==> src/rtl/f8_ram_arbiter.sv <==
// Shares the single-port system RAM between the f8 core (A) and a bus master (B).
// A has priority; B is protected by a bounded wait counter; a_lock pins the RAM to A.
module f8_ram_arbiter #(
   parameter int RAMADDRBITS = 13,
   parameter int MAXWAIT     = 4
) (
   input  logic                   clk,
   input  logic                   power_on_reset,
   input  logic                   a_req,
   input  logic                   a_we,
   input  logic [RAMADDRBITS-1:0] a_addr,
   input  logic [7:0]             a_wdata,
   input  logic                   a_lock,
   output logic                   a_gnt,
   output logic                   a_rvalid,
   input  logic                   b_req,
   input  logic                   b_we,
   input  logic [RAMADDRBITS-1:0] b_addr,
   input  logic [7:0]             b_wdata,
   output logic                   b_gnt,
   output logic                   b_rvalid,
   output logic [7:0]             rdata,
   output logic                   ram_en,
   output logic                   ram_we,
   output logic [RAMADDRBITS-1:0] ram_addr,
   output logic [7:0]             ram_wdata,
   input  logic [7:0]             ram_rdata
);

   localparam int WW = $clog2(MAXWAIT + 1);
   localparam logic [WW-1:0] WMAX = WW'(MAXWAIT);

   logic                   lock_hold;
   logic [WW-1:0]          waitcnt;
   logic                   rd_a;
   logic                   rd_b;
   logic [RAMADDRBITS-1:0] addr_q;
   logic [7:0]             wdata_q;
   logic                   b_wins;

   always_comb begin
      b_wins    = !lock_hold && (waitcnt == WMAX);
      a_gnt     = 1'b0;
      b_gnt     = 1'b0;
      if (!power_on_reset) begin
         a_gnt = a_req && (!b_req || !b_wins);
         b_gnt = b_req && (!a_req || b_wins);
      end
      ram_en    = a_gnt || b_gnt;
      ram_we    = 1'b0;
      ram_addr  = addr_q;
      ram_wdata = wdata_q;
      if (a_gnt) begin
         ram_we    = a_we;
         ram_addr  = a_addr;
         ram_wdata = a_wdata;
      end else if (b_gnt) begin
         ram_we    = b_we;
         ram_addr  = b_addr;
         ram_wdata = b_wdata;
      end
   end

   always_ff @(posedge clk or posedge power_on_reset) begin
      if (power_on_reset) begin
         lock_hold <= 1'b0;
         waitcnt   <= '0;
         rd_a      <= 1'b0;
         rd_b      <= 1'b0;
         addr_q    <= '0;
         wdata_q   <= '0;
      end else begin
         if (a_gnt && a_lock)
            lock_hold <= 1'b1;
         else if (!a_lock || b_gnt)
            lock_hold <= 1'b0;
         // Saturating count of consecutive refused B cycles
         if (b_req && !b_gnt) begin
            if (waitcnt != WMAX)
               waitcnt <= waitcnt + 1'b1;
         end else begin
            waitcnt <= '0;
         end
         rd_a <= a_gnt && !a_we;
         rd_b <= b_gnt && !b_we;
         if (ram_en) begin
            addr_q  <= ram_addr;
            wdata_q <= ram_wdata;
         end
      end
   end

   assign a_rvalid = rd_a;
   assign b_rvalid = rd_b;
   assign rdata    = (rd_a || rd_b) ? ram_rdata : 8'h00;

endmodule
==> config.mk <==
export PLATFORM = sky130hd
export DESIGN_NAME = f8_ram_arbiter
export DESIGN_NICKNAME = d
export VERILOG_FILES = /design/src/rtl/f8_ram_arbiter.sv
export SDC_FILE = /design/constraint.sdc
export NUM_CORES = 1
export LEC_CHECK = 0
export ABC_AREA = 1
export BUFFER_PORTS_ARGS = -buffer_cell sky130_fd_sc_hd__buf_2
export CAP_MARGIN = 20
export CORE_UTILIZATION = 44
export CTS_CLUSTER_SIZE = 30
export DETAILED_ROUTE_END_ITERATION = 6
export HOLD_SLACK_MARGIN = 0.1
export PLACE_DENSITY = 0.85
export SLEW_MARGIN = 20
export SYNTH_ARGS = -nofsm -noshare
export SYNTH_HDL_FRONTEND = slang
export SYNTH_SLANG_ARGS = --single-unit
==> constraint.sdc <==
create_clock -name clk -period 2.1 [get_ports clk]
set_input_delay 0.525 -clock clk [delete_from_list [all_inputs] [get_ports clk]]
set_output_delay 0.525 -clock clk [all_outputs]
set_load 0.02 [all_outputs]
==> run summary <==
## STA
• Max transition margin: 67.5%
• Max Clk Rate: 436 MHz
• Final Hold Vio Count: 0
• setup repair after global routing missed its margin: true
• final max-slew violation count: 0
• final setup margin: -0.195 ns
• Final min period: 2.30 ns
• setup TNS: -3.23 ns
• Worst Max-Slew Pin Slew: 0.485 ns
• setup-violating endpoint count in the final report: 23
• post-route clock skew: 0.00674 ns
• share of the clock period used by the worst path: 109%

## Clock tree
• master cell of the clock root buffer: sky130_fd_sc_hd__clkbuf_4
• total number of clock tree sinks: 27
• buffer levels on the longest clock path: 2
• total of hold buffers inserted after clock tree synthesis: 0
• clock tree from TritonCTS: done
• H-tree depth reported by CTS: 1
• Clk Latency, worst-skew pair: 0.32 ns
• clock-pin slew on the worst setup and hold paths: 0.15 ns
• TritonCTS buffer count: 3

## Yosys
• flop and latch count out of synthesis: 27
• register area share after synthesis: 42.6%
• fraction of synthesized cell area taken by the top area cell type: 42.6%
• per-instance average area after synthesis: 7.94 sq um
• synthesized area: 1590 sq um
• dominant register cell in the synthesized netlist: sky130_fd_sc_hd__dfrtp_1
• synthesized netlist net count: 259
• total of warnings raised by yosys: 0
• most common library cells after synthesis: sky130_fd_sc_hd__nand3_1, sky130_fd_sc_hd__dfrtp_1, sky130_fd_sc_hd__inv_1, sky130_fd_sc_hd__nor2_1, sky130_fd_sc_hd__nand2_1
• Post-Syn Instances: 200
• Synth area leader: sky130_fd_sc_hd__dfrtp_1
• top area cells in the synthesized netlist: sky130_fd_sc_hd__dfrtp_1, sky130_fd_sc_hd__nand3_1, sky130_fd_sc_hd__inv_1
• most repeated cell in the gate-level netlist after synthesis: sky130_fd_sc_hd__nand3_1
• async set or reset register ratio after synthesis: 100%
• number of synthesized flops with an enable pin: 0
• unique cell type count in the Yosys netlist: 19

## Pwr
• Peak supply drop: 0.000349 V
• areal power density over the cells: 578 nW/um^2
• static power due to leakage: 0.00144 uW
• Power, Total: 1470 uW

## Floorplan
• width of the die: 62.1 microns
• top-level I/O count: 92
• placeable core region: 3390 sq um
• initial standard-cell utilization of the core: 46.8%
• Core Rows: 21
• die outline height: 62.1 microns
• die area: 3850 sq um

## Drt
• met2 layer wire length in the routed design: 2590 microns
• met3 WL post-DR: 249 microns
• Top Metal Used: met4
• Antenna Violating Nets Remaining: 0
• routed metal-1 wirelength: 2030 microns
• final routed wire length divided by cell count: 14.3 microns
• initial detailed-routing violation count: 68
• routed via count divided by cell count: 5.22
• count of vias placed by the detailed router: 1817
• DR DRC count: 0
• detailed-route wire length: 4970 microns
• first-pass iteration count of the detailed router: 4

## Run
• Max-Cap Viols: 0

## Hold path
• worst hold-check path type: primary input to asynchronous set/reset pin

## Cells and area
• area added between synthesis and finish: 60.4%
• ratio of cells with drive above 1 in the final layout: 54.0%
• Finished Layout Cells: 348
• number of fill cells: 223
• final layout net count: 362
• multi-input logic area: 960 sq um
• area of all placed cells without fillers: 2550 sq um
• area taken by flip-flops and latches: 676 sq um
• n_diodes: 0

## Worst setup path
• data required time at the worst endpoint: 1.57 ns
• data arrival time at the worst-slack endpoint: 1.77 ns
• category of the worst setup path launch point: register
• type of destination of the critical path: output port
• highest fanout seen on the critical path: 7
• type of the worst setup path: register to output port

## Placed design
• post-detailed-placement cell area: 2110 sq um
• routability-driven placement congestion ratio: 0.729
• HPWL after DPL: 3050 microns
• post-placement cell count: 335
• # port buffers: 91
• worst slack at placement: 0.0519 ns

## Global route
• via count of the first global-routing pass: 1641
• Total Routing Usage GR: 25.0%
• Overflow after GRT: 0
• wire length of the first global-routing pass: 7020 microns
• antenna violations before repair: 0
• pin count of the biggest net entering global routing: 29

## Run status
• run status: finished with violations
• violations in the final reports: setup timing

[worst max-delay path, stage by stage (launching register included)]
cell and delay [ns]:
sky130_fd_sc_hd__dfrtp_1 0.43, sky130_fd_sc_hd__inv_2 0.09, sky130_fd_sc_hd__ha_4 0.15, sky130_fd_sc_hd__nand2_4 0.05, sky130_fd_sc_hd__o21ai_4 0.17, sky130_fd_sc_hd__buf_6 0.14, sky130_fd_sc_hd__buf_12 0.14, sky130_fd_sc_hd__nand3_2 0.08
sky130_fd_sc_hd__nand3_2 0.08, sky130_fd_sc_hd__buf_6 0.12
[cell usage in the layout, fill, tap and decap left out]
cell type,Yosys,final
sky130_fd_sc_hd__inv_4,0,1
sky130_fd_sc_hd__clkbuf_4,1,3
sky130_fd_sc_hd__nand3_1,100,69
sky130_fd_sc_hd__clkinvlp_4,0,1
sky130_fd_sc_hd__o21ai_0,1,1
sky130_fd_sc_hd__buf_2,5,75
sky130_fd_sc_hd__nand3_4,0,5
sky130_fd_sc_hd__nand2_2,2,3
sky130_fd_sc_hd__buf_12,0,2
sky130_fd_sc_hd__nor2_1,17,17
sky130_fd_sc_hd__nor2_4,1,1
sky130_fd_sc_hd__o21ai_4,1,1
sky130_fd_sc_hd__buf_6,4,22
sky130_fd_sc_hd__inv_2,3,5
sky130_fd_sc_hd__nand2_4,0,1
sky130_fd_sc_hd__inv_1,17,14
sky130_fd_sc_hd__xor2_1,2,2
sky130_fd_sc_hd__a31oi_1,1,1
sky130_fd_sc_hd__ha_4,0,1
sky130_fd_sc_hd__dfrtp_1,27,27
sky130_fd_sc_hd__nand2_1,8,6
sky130_fd_sc_hd__nand3_2,5,31
sky130_fd_sc_hd__ha_1,2,1
sky130_fd_sc_hd__nand4_1,1,1
sky130_fd_sc_hd__buf_4,2,11
[cell families after synthesis]
logic type,Yosys count,synth area share (%)
compound gates,3,1.73
xor+xnor,2,1.10
fa+ha+maj,2,1.58
buf+inv,32,10.6
flops,27,42.6
simple gates,134,42.5
[path summary, 6_finish.rpt]
path                                start  slack (ns)  cells past startpoint      endpoint
max                            waitcnt[1]       -0.20                      9  ram_wdata[7]
min                        power_on_reset        0.29                      3     addr_q[6]
max reg2reg                    waitcnt[1]        0.60                      9     addr_q[4]
min reg2reg                     addr_q[8]        0.55                      2     addr_q[8]
max in group asynchronous  power_on_reset        1.55                      3    waitcnt[1]
min in group clk                     a_we        0.35                      2      a_rvalid
[layer usage]
| metal | vias to the layer above | GRT usage (%) |
|---|---|---|
| li1 | 893 | - |
| met1 | 842 | 31.4 |
| met2 | 74 | 45.4 |
| met3 | 8 | 2.90 |
| met4 | 0 | 6.35 |
| met5 | - | 0 |
[final cells by class]
cell class / count / area share, %
tap: 46 / 2.26
multi-input combinational: 141 / 37.7
timing repair buffer: 110 / 29.3
inverter: 20 / 3.05
clock buffer: 3 / 0.885
sequential: 27 / 26.5
clock inverter: 1 / 0.295
[power by group]
| part | total [uW] | internal [uW] | switching (uW) |
|---|---|---|---|
| combinational | 629 | 280 | 349 |
| clock | 231 | 72.6 | 158 |
| sequential | 612 | 585 | 26.8 |
[flip-flops by register name, summed over array words and instances (netlist names)]
register	flops
addr_q	13
wdata_q	8
waitcnt	3
a_rvalid	1
b_rvalid	1
lock_hold	1
[through the flow]
step           util (%)  hold WS [ns]
2_1_floorplan         -         0.359
3_3_place_gp       62.3         0.514
3_5_place_dp       62.3         0.522
4_1_cts            72.5         0.284
5_1_grt            75.1         0.294
6_report           75.1         0.291
[what timing repair did]
action                     4_1_cts  5_1_grt
buffers inserted                 5        3
gates cloned                     1        1
setup endpoints to repair       24       24
resized for setup               66       19
pin swaps                        5        1
Power figures use the tool's default switching activity.
